[src/rtl/endpoint_table_writer_if.sv]
// Request/response channel between the control path (PS or ARP handler) and endpoint_table_writer.
interface endpoint_table_writer_if;
    logic        req_valid;
    logic        req_ready;
    logic        req_op;
    logic [31:0] req_ip;
    logic [47:0] req_dst_mac;
    logic [47:0] req_src_mac;
    logic        done;
    logic [1:0]  status;

    modport master (
        output req_valid, req_op, req_ip, req_dst_mac, req_src_mac,
        input  req_ready, done, status
    );

    modport slave (
        input  req_valid, req_op, req_ip, req_dst_mac, req_src_mac,
        output req_ready, done, status
    );
endinterface

[src/rtl/endpoint_table_writer.sv]
// Write-side manager of the endpoint table BRAM (Port A): read-check-write insert/update/delete
// with collision detection and an optional post-reset clear sweep.
module endpoint_table_writer #(
    parameter int unsigned ADDR_WIDTH      = 4,
    parameter int unsigned BRAM_DATA_WIDTH = 256,
    parameter bit          CLEAR_ON_RESET  = 1'b1
) (
    input  logic                       clk,
    input  logic                       rstn,
    endpoint_table_writer_if.slave     req,
    output logic [ADDR_WIDTH:0]        entry_count,
    output logic                       init_busy,
    output logic [ADDR_WIDTH-1:0]      bram_addr_a,
    output logic                       bram_en_a,
    output logic                       bram_we_a,
    output logic [BRAM_DATA_WIDTH-1:0] bram_din_a,
    input  logic [BRAM_DATA_WIDTH-1:0] bram_dout_a
);
    localparam int unsigned W     = BRAM_DATA_WIDTH;
    localparam int unsigned CW    = ADDR_WIDTH + 1;
    localparam int unsigned DEPTH = 1 << ADDR_WIDTH;

    localparam logic [CW-1:0]         COUNT_MAX  = CW'(DEPTH);
    localparam logic [ADDR_WIDTH-1:0] SWEEP_LAST = '1;

    localparam logic [1:0] ST_OK        = 2'b00;
    localparam logic [1:0] ST_UPDATED   = 2'b01;
    localparam logic [1:0] ST_COLLISION = 2'b10;
    localparam logic [1:0] ST_NOT_FOUND = 2'b11;

    typedef enum logic [2:0] {
        S_INIT,
        S_IDLE,
        S_RD,
        S_CMP,
        S_WR,
        S_RSP
    } state_t;

    state_t                state_q, state_d;
    logic [ADDR_WIDTH-1:0] sweep_q, sweep_d;
    logic                  op_q, op_d;
    logic [31:0]           ip_q, ip_d;
    logic [47:0]           dmac_q, dmac_d;
    logic [47:0]           smac_q, smac_d;

    logic                  ready_q, ready_d;
    logic                  done_q, done_d;
    logic [1:0]            status_q, status_d;
    logic [CW-1:0]         count_q, count_d;
    logic                  busy_q, busy_d;
    logic [ADDR_WIDTH-1:0] addr_q, addr_d;
    logic                  en_q, en_d;
    logic                  we_q, we_d;
    logic [W-1:0]          din_q, din_d;

    logic                  occ_c;
    logic                  match_c;
    logic                  unused_dout;

    // Same entry layout as endpoint_lookup: valid, dst_ip, dst_mac, src_mac from the MSB down.
    function automatic logic [W-1:0] pack_entry(input logic [31:0] ip,
                                                input logic [47:0] dmac,
                                                input logic [47:0] smac);
        logic [W-1:0] e;
        e              = '0;
        e[W-1]         = 1'b1;
        e[W-33 -: 32]  = ip;
        e[W-65 -: 48]  = dmac;
        e[W-113 -: 48] = smac;
        return e;
    endfunction

    assign occ_c       = bram_dout_a[W-1];
    assign match_c     = occ_c && (bram_dout_a[W-33 -: 32] == ip_q);
    assign unused_dout = ^{bram_dout_a[W-2 -: 31], bram_dout_a[W-65:0]};

    assign req.req_ready = ready_q;
    assign req.done      = done_q;
    assign req.status    = status_q;
    assign entry_count   = count_q;
    assign init_busy     = busy_q;
    assign bram_addr_a   = addr_q;
    assign bram_en_a     = en_q;
    assign bram_we_a     = we_q;
    assign bram_din_a    = din_q;

    // State and registered outputs; reset aborts any operation and reruns INIT.
    always_ff @(posedge clk or negedge rstn) begin
        if (!rstn) begin
            state_q  <= S_INIT;
            sweep_q  <= '0;
            op_q     <= 1'b0;
            ip_q     <= '0;
            dmac_q   <= '0;
            smac_q   <= '0;
            ready_q  <= 1'b0;
            done_q   <= 1'b0;
            status_q <= '0;
            count_q  <= '0;
            busy_q   <= 1'b0;
            addr_q   <= '0;
            en_q     <= 1'b0;
            we_q     <= 1'b0;
            din_q    <= '0;
        end else begin
            state_q  <= state_d;
            sweep_q  <= sweep_d;
            op_q     <= op_d;
            ip_q     <= ip_d;
            dmac_q   <= dmac_d;
            smac_q   <= smac_d;
            ready_q  <= ready_d;
            done_q   <= done_d;
            status_q <= status_d;
            count_q  <= count_d;
            busy_q   <= busy_d;
            addr_q   <= addr_d;
            en_q     <= en_d;
            we_q     <= we_d;
            din_q    <= din_d;
        end
    end

    // Next state; output values are computed one cycle ahead so they appear with the state they belong to.
    always_comb begin
        state_d  = state_q;
        sweep_d  = sweep_q;
        op_d     = op_q;
        ip_d     = ip_q;
        dmac_d   = dmac_q;
        smac_d   = smac_q;
        ready_d  = 1'b0;
        done_d   = 1'b0;
        status_d = status_q;
        count_d  = count_q;
        busy_d   = 1'b0;
        addr_d   = addr_q;
        en_d     = 1'b0;
        we_d     = 1'b0;
        din_d    = din_q;

        case (state_q)
            S_INIT: begin
                if (CLEAR_ON_RESET) begin
                    en_d    = 1'b1;
                    we_d    = 1'b1;
                    busy_d  = 1'b1;
                    addr_d  = sweep_q;
                    din_d   = '0;
                    sweep_d = sweep_q + ADDR_WIDTH'(1);
                    if (sweep_q == SWEEP_LAST) begin
                        state_d = S_IDLE;
                    end
                end else begin
                    state_d = S_IDLE;
                end
            end

            S_IDLE: begin
                ready_d = 1'b1;
                if (req.req_valid && ready_q) begin
                    op_d    = req.req_op;
                    ip_d    = req.req_ip;
                    dmac_d  = req.req_dst_mac;
                    smac_d  = req.req_src_mac;
                    ready_d = 1'b0;
                    en_d    = 1'b1;
                    addr_d  = req.req_ip[ADDR_WIDTH-1:0];
                    state_d = S_RD;
                end
            end

            S_RD: begin
                state_d = S_CMP;
            end

            S_CMP: begin
                addr_d  = ip_q[ADDR_WIDTH-1:0];
                state_d = S_WR;
                if (!op_q) begin
                    din_d = pack_entry(ip_q, dmac_q, smac_q);
                    if (!occ_c) begin
                        en_d     = 1'b1;
                        we_d     = 1'b1;
                        status_d = ST_OK;
                        if (count_q != COUNT_MAX) begin
                            count_d = count_q + CW'(1);
                        end
                    end else if (match_c) begin
                        en_d     = 1'b1;
                        we_d     = 1'b1;
                        status_d = ST_UPDATED;
                    end else begin
                        status_d = ST_COLLISION;
                    end
                end else begin
                    din_d = '0;
                    if (match_c) begin
                        en_d     = 1'b1;
                        we_d     = 1'b1;
                        status_d = ST_OK;
                        if (count_q != '0) begin
                            count_d = count_q - CW'(1);
                        end
                    end else begin
                        status_d = ST_NOT_FOUND;
                    end
                end
            end

            S_WR: begin
                done_d  = 1'b1;
                state_d = S_RSP;
            end

            S_RSP: begin
                ready_d = 1'b1;
                state_d = S_IDLE;
            end

            default: begin
                state_d = S_INIT;
            end
        endcase
    end
endmodule

[src/flat_wrapper.sv]
// flat-port wrapper written by rule: the top's interface ports become plain ports
module endpoint_table_writer_flat 
#(
    parameter int unsigned ADDR_WIDTH      = 4,
    parameter int unsigned BRAM_DATA_WIDTH = 256,
    parameter bit          CLEAR_ON_RESET  = 1'b1
)
  (clk, rstn, entry_count, init_busy, bram_addr_a, bram_en_a, bram_we_a, bram_din_a, bram_dout_a, req_req_valid, req_req_op, req_req_ip, req_req_dst_mac, req_req_src_mac, req_req_ready, req_done, req_status);
  endpoint_table_writer_if req_i ();
  input  logic clk;
  input  logic rstn;
  output logic [ADDR_WIDTH:0] entry_count;
  output logic init_busy;
  output logic [ADDR_WIDTH-1:0] bram_addr_a;
  output logic bram_en_a;
  output logic bram_we_a;
  output logic [BRAM_DATA_WIDTH-1:0] bram_din_a;
  input  logic [BRAM_DATA_WIDTH-1:0] bram_dout_a;
  input wire logic [$bits(req_i.req_valid)-1:0] req_req_valid;
  input wire logic [$bits(req_i.req_op)-1:0] req_req_op;
  input wire logic [$bits(req_i.req_ip)-1:0] req_req_ip;
  input wire logic [$bits(req_i.req_dst_mac)-1:0] req_req_dst_mac;
  input wire logic [$bits(req_i.req_src_mac)-1:0] req_req_src_mac;
  output wire logic [$bits(req_i.req_ready)-1:0] req_req_ready;
  output wire logic [$bits(req_i.done)-1:0] req_done;
  output wire logic [$bits(req_i.status)-1:0] req_status;
  assign req_i.req_valid = req_req_valid;
  assign req_i.req_op = req_req_op;
  assign req_i.req_ip = req_req_ip;
  assign req_i.req_dst_mac = req_req_dst_mac;
  assign req_i.req_src_mac = req_req_src_mac;
  assign req_req_ready = req_i.req_ready;
  assign req_done = req_i.done;
  assign req_status = req_i.status;
  endpoint_table_writer #(.ADDR_WIDTH(ADDR_WIDTH), .BRAM_DATA_WIDTH(BRAM_DATA_WIDTH), .CLEAR_ON_RESET(CLEAR_ON_RESET)) u_core (.clk(clk), .rstn(rstn), .req(req_i), .entry_count(entry_count), .init_busy(init_busy), .bram_addr_a(bram_addr_a), .bram_en_a(bram_en_a), .bram_we_a(bram_we_a), .bram_din_a(bram_din_a), .bram_dout_a(bram_dout_a));
endmodule
[config.mk]
export PLATFORM = sky130hd
export DESIGN_NAME = endpoint_table_writer_flat
export DESIGN_NICKNAME = d
export VERILOG_FILES = /design/src/rtl/endpoint_table_writer_if.sv /design/src/rtl/endpoint_table_writer.sv /design/src/flat_wrapper.sv
export SDC_FILE = /design/constraint.sdc
export NUM_CORES = 1
export LEC_CHECK = 0
export CAP_MARGIN = 40
export CORE_AREA = 5 5 256 258
export DETAILED_ROUTE_END_ITERATION = 6
export DIE_AREA = 0 0 261 263
export PLACE_DENSITY = 0.44
export SETUP_SLACK_MARGIN = 0.3
export SLEW_MARGIN = 30
export SYNTH_ARGS = -nofsm -noshare
export SYNTH_HDL_FRONTEND = slang
export SYNTH_SLANG_ARGS = --single-unit
[constraint.sdc]
create_clock -name clk -period 2.3 [get_ports clk]
set_clock_uncertainty 0.1 [all_clocks]
set_input_delay 0.345 -clock clk [delete_from_list [all_inputs] [get_ports clk]]
set_output_delay 0.345 -clock clk [all_outputs]
set_load 0.05 [all_outputs]
==> results.yml, run 1 <==
grt:
  grt_pass1_wl_um: 59710
  antenna_found_initial: 18
  overflow: 0
  grt_max_degree: 63
  gr-usage-all-layers_pct: 11.38
  grt_pass1_vias: 8767
logic_synthesis:
  yosys.area.top_type: "dfrtp_1"
  ys_top_cells_by_area: "dfrtp_1, mux2_2, a22o_1"
  synthArstFlopShare_pct: 100.0
  yosys_register_bits: 281
  yosysWarnings: 0
  synth_edf_count: 0
  yosysUniqueCellTypes: 49
  syn-cell-area_um2: 11950
  ys.flop_type: "dfrtp_1"
  synth_seq_area_share_pct: 58.85
  synth_area_per_cell_um2: 13.85
  netlist.area_leader.share_pct: 58.85
  synth_cells: 863
clock_network:
  cts_tree: "yes"
  worstSkewPairLatency_ns: 0.57
  cts-buffers-inserted: 38
  clockBufferDepth: 3
  cts_sinks: 281
  htreeDepth: 2
  cts_root_buffer: "clkbuf_16"
  clk_pin_slew_ns: 0.07
hold_path:
  hold_class: "input pin to asynchronous set/reset pin"
die:
  fp.coreArea_um2: 62740
  die_area_um2: 68640
  start_util_pct: 19.05
  dieHeight_um: 263
  rows: 92
  ios: 660
  die_x_um: 261
setup_path:
  critPathKind: "register to register"
  slowest_stage: "dfrtp_1"
  critPathMaxStageDelay_ns: 0.39
  cp_top_family: "simple AND/OR/NAND/NOR gates"
  path_buf_inv: 1
  worstSetupStartpointType: "register"
  cp_max_fo: 3
  cp.required_ns: 2.64
  crit_chain: "xnor2_1, buf_4, nand4b_1, nor4_4, nand3_2, a21oi_4, mux2_4"
  cp_data_arrival_time_ns: 2.49
  end_kind: "register"
pwr:
  p_seq_share_pct: 31.9
  p_total_uw: 27140
  switchingPower_uw: 11340
  irDropWorstVdd_uv: 866.5
  p_sw_share_pct: 41.79
  p_per_area_nw_per_um2: 1525
  combinationalPowerShare_pct: 43.8
  intPower_uw: 15800
  p_leak_uw: 0.008313
  p_clk_share_pct: 24.3
placement:
  gp_congestion: 0.7358
  portBuffers: 309
  hpwl_um: 29550
  dpl_cell_area_um2: 16040
finish:
  final_cell_mix: "dfrtp_1, clkdlybuf4s50_1, a22o_1"
  layout_commonest_cell: "dfrtp_1"
  drive_above_1_share_pct: 25.86
  seqCellArea_um2: 7039
  nFillCells: 6464
  fin_area_um2: 17800
  multiInputGateArea_um2: 4310
  area_growth_pct: 48.97
  nets: 1643
timing:
  period_share_pct: 93.47
  timing.hold.ws_ns: 0.1814
  clock.fmax_mhz: 465.2
  period_needed_ns: 2.150
  slew_violations: 0
  worst_pin_slew_ns: 0.5761
  rsz0062_at_grt: "yes"
  hold_viol: 0
  maxSlewHeadroom_pct: 61.74
  finalSetupViolations: 0
status:
  status: "complete, no violations"
routing:
  wl_um: 41340
  via_per_inst: 3.821
  vias: 8135
  drt-initial-drc-count: 386
  drcViolationCount: 0
  wire_per_inst_um: 19.42
  detail-route-antenna-nets: 0
  firstDrtPassIters: 4
run:
  drv_cap: 0
==> metrics by stage <==
step	cells	setup TNS [ns]	setup slack (ns)	util, %
after floorplan	989	0	0.3002	-
after global placement	2035	-2.619	-0.4024	25.57
after detailed placement	2035	-2.334	-0.3437	25.57
after CTS	2112	0	0.09935	27.82
after global routing	2126	0	0.06116	28.36
final	2129	0	0.1502	28.37
==> cells in the mapped netlist, types with 2 or more instances <==
library cell,instances
nor4_1,7
xnor2_1,25
a21oi_1,6
nand3_1,4
nand2_1,14
clkbuf_1,2
mux2_1,7
o21ai_0,10
xor2_1,14
a21o_1,2
mux2i_1,6
buf_4,148
nor3b_1,2
a22o_1,128
buf_2,22
nor2_1,9
or2_1,3
inv_1,5
nand2b_1,4
dfrtp_1,281
ha_1,4
mux2_2,125
nand4_1,6
and2_1,3
nand4b_1,2
==> cell families after synthesis <==
family / count (synthesis) / share of synthesized area [%]
other cells: 1 / 0.03138
compound gates: 154 / 10.82
buf+inv: 178 / 10.53
simple gates: 67 / 3.382
fa+ha+maj: 5 / 0.5864
xor+xnor: 39 / 2.859
mux: 138 / 12.94
flops: 281 / 58.85
==> path summary, 6_finish.rpt <==
kind	slack, ns	endpoint	startpoint	cells after the start
min in group clk	0.28	u_core.dmac_q[16]	req_req_dst_mac[16]	2
worst min register to register	0.37	u_core.bram_din_a[255]	u_core.bram_din_a[255]	1
max in group asynchronous	1.15	u_core.bram_din_a[203]	rstn	4
worst max-delay path	0.15	u_core.entry_count[2]	u_core.ip_q[4]	7
worst min-delay path	0.18	u_core.bram_din_a[184]	rstn	2
worst max register to register	0.15	u_core.entry_count[2]	u_core.ip_q[4]	7
==> cell type report <==
cell class              count  area share, %
diodes                      3        0.04217
clock buffers              49          5.855
clock inverters            21          2.059
inverters                   5         0.1054
multi-input cells         530          24.21
flip-flops and latches    281          39.54
well taps                 846          5.946
repair buffers            394          22.23
==> repair_timing <==
item	4_1_cts	5_1_grt
hold endpoints to repair	115	0
cloned	0	9
hold buffers	1	0
pin swaps	14	4
setup endpoints to repair	203	137
buffers inserted	6	5
gates resized for setup	172	31
==> registers in the layout, summed over array words and instances, names as in the netlist, 2 cells and up <==
register	count
u_core.bram_addr_a	4
u_core.bram_din_a	129
u_core.dmac_q	48
u_core.entry_count	5
u_core.ip_q	32
u_core.req.status	2
u_core.smac_q	48
u_core.state_q	3
u_core.sweep_q	4
==> per-layer routing <==
metal | share of wire [%] | vias to the layer above | track usage, % | routed length, µm
met5 | 0.49 | - | 0 | 201
met4 | 2.0 | 30 | 2.770 | 823
met3 | 11 | 81 | 5.884 | 4730
met2 | 43 | 322 | 16.73 | 17600
met1 | 44 | 4065 | 14.88 | 17990
li1 | - | 3637 | - | -
==> power by group through the flow <==
stage,Sequential [µW],Combinational (µW),Clock [µW]
after floorplan,11800,4400,0
after global placement,8740,12000,0
after detailed placement,8760,12100,0
after CTS,8700,11700,6840
after global routing,8980,12700,7020
final,8660,11900,6590
(Power assumes the default switching activity.)
==> run 2, diff against run 1 <==
--- a/config.mk
+++ b/config.mk
@@ -9,7 +9,7 @@
 export CORE_AREA = 5 5 256 258
 export DETAILED_ROUTE_END_ITERATION = 6
 export DIE_AREA = 0 0 261 263
-export PLACE_DENSITY = 0.44
+export PLACE_DENSITY = 0.56
 export SETUP_SLACK_MARGIN = 0.3
 export SLEW_MARGIN = 30
 export SYNTH_ARGS = -nofsm -noshare
==> run 2 against run 1 <==
Effect of this change: first-iteration DRC count fell by 15%; global-route usage barely moved; register-to-register slack got worse by 0.05 ns; fmax fell by 2.2%; final area fell by 1.2%; die area did not move; sequential share of layout area rose by 0.52 points; non-clock buffer count fell by 3; wire length fell by 0.94%; total power fell by 3.9%.
==> results.yml, run 2 (synthesized netlist as in run 1, its figures left out) <==
status:
  status: "complete, no violations"
clock_network:
  cts_sinks: 281
  cts-buffers-inserted: 35
  worstSkewPairLatency_ns: 0.53
  cts_tree: "yes"
  htreeDepth: 2
  cts_root_buffer: "clkbuf_16"
  clk_pin_slew_ns: 0.06
  clockBufferDepth: 3
routing:
  vias: 8160
  via_per_inst: 3.847
  detail-route-antenna-nets: 0
  drcViolationCount: 0
  wl_um: 40950
  firstDrtPassIters: 7
  drt-initial-drc-count: 329
  wire_per_inst_um: 19.31
setup_path:
  end_kind: "register"
  critPathKind: "register to register"
  cp.required_ns: 2.60
  r2r_start: "u_core.ip_q[4]"
  cp_data_arrival_time_ns: 2.50
  cp_max_fo: 3
  critPathLaunch: "u_core.ip_q[4]"
  worstSetupStartpointType: "register"
timing:
  period_share_pct: 95.57
  hold_viol: 0
  maxSlewHeadroom_pct: 60.42
  finalSetupViolations: 0
  setup_ws_ns: 0.1018
  rsz0062_at_grt: "yes"
  timing.hold.ws_ns: 0.2352
  period_needed_ns: 2.198
  worst_pin_slew_ns: 0.5961
  clock.fmax_mhz: 454.9
  slew_violations: 0
placement:
  hpwl_um: 29680
  dpl_cell_area_um2: 15970
  placedCellCount: 2029
  gp_congestion: 0.8093
  portBuffers: 309
  dp_slack_ns: -0.4205
finish:
  layout_commonest_cell: "dfrtp_1"
  final_cell_mix: "dfrtp_1, clkdlybuf4s50_1, dlygate4sd2_1"
  nets: 1637
  largest_register_ffs: 129
  fin_cells: 2121
  seqCellArea_um2: 7047
  drive_above_1_share_pct: 25.98
  nFillCells: 6469
  area_growth_pct: 47.19
  fin_area_um2: 17590
  multiInputGateArea_um2: 4419
grt:
  grt_pass1_vias: 8797
  gr-usage-all-layers_pct: 11.39
  grt_max_degree: 118
  antenna_found_initial: 15
  grt_pass1_wl_um: 59480
  overflow: 0
run:
  drv_cap: 0
die:
  die_area_um2: 68640
  fp.coreArea_um2: 62740
  start_util_pct: 19.05
  ios: 660
  rows: 92
  dieHeight_um: 263
  die_x_um: 261
pwr:
  irDropWorstVdd_uv: 606.3
  p_per_area_nw_per_um2: 1483
  p_leak_uw: 0.008231
hold_path:
  hold_class: "input pin to asynchronous set/reset pin"
run 2: cell types whose count changed in the layout (fill, tap and decap cells not counted), sizes merged, moves of 3 or more:
| cell | previous run | this run |
|---|---|---|
| clkdlybuf4s15 | 16 | 4 |
| bufinv | 8 | 1 |
| clkbuf | 61 | 54 |
| clkinv | 7 | 3 |
| bufbuf | 0 | 3 |
| dlygate4sd2 | 115 | 130 |
run 2: power breakdown:
group | internal [µW] | leakage [µW] | total, µW | switching [µW]
clock network | 3240 | 0.000552 | 5440 | 2200
registers | 7180 | 0.00358 | 8760 | 1590
logic | 4470 | 0.00410 | 11900 | 7420
run 2: layout make-up:
type | count | share of cell area (%)
flip-flops and latches | 281 | 40.07
multi-input cells | 530 | 25.13
repair buffers | 391 | 22.14
well taps | 846 | 6.018
clock buffers | 53 | 5.876
clock inverters | 10 | 0.5976
inverters | 5 | 0.1067
diodes | 5 | 0.07114
run 2: path summary, 6_finish.rpt:
kind | end | slack, ns | cells after the start
min in group clk | u_core.op_q | 0.30 | 3
max in group asynchronous | u_core.bram_din_a[165] | 1.13 | 3
setup reg to reg | u_core.entry_count[2] | 0.10 | 7
hold reg to reg | u_core.bram_din_a[255] | 0.37 | 1
hold / removal | u_core.bram_din_a[120] | 0.24 | 2
setup / recovery | u_core.entry_count[2] | 0.10 | 7
run 2: repair_timing:
action	4_1_cts	5_1_grt
gates resized for setup	175	29
endpoints found under the setup margin	278	102
hold buffers	1	0
endpoints found under the hold margin	44	0
buffers inserted	15	3
gates cloned	4	1
pin swaps	15	7
run 2: through the flow:
stage / util [%] / setup TNS (ns) / power [µW]
2_1_floorplan: - / 0 / 16230
3_3_place_gp: 25.45 / -3.190 / 20530
3_5_place_dp: 25.45 / -3.085 / 20720
4_1_cts: 27.78 / 0 / 26280
5_1_grt: 28.02 / -0.005097 / 27500
6_report: 28.04 / 0 / 26090
run 2: routing by layer:
metal	vias to the layer above	track usage [%]	wire length, µm
met2	377	17.54	18140
li1	3627	-	-
met3	70	5.913	5102
met1	4066	14.19	16790
met4	20	2.784	795
met5	-	0	125
run 2: worst max-delay path, stage by stage (launching register included):
cell      delay (ns)
dfrtp_1         0.40
xnor2_2         0.17
buf_4           0.15
nand4b_1        0.16
nor4_4          0.40
nand3_4         0.15
a21oi_4         0.22
mux2_4          0.32
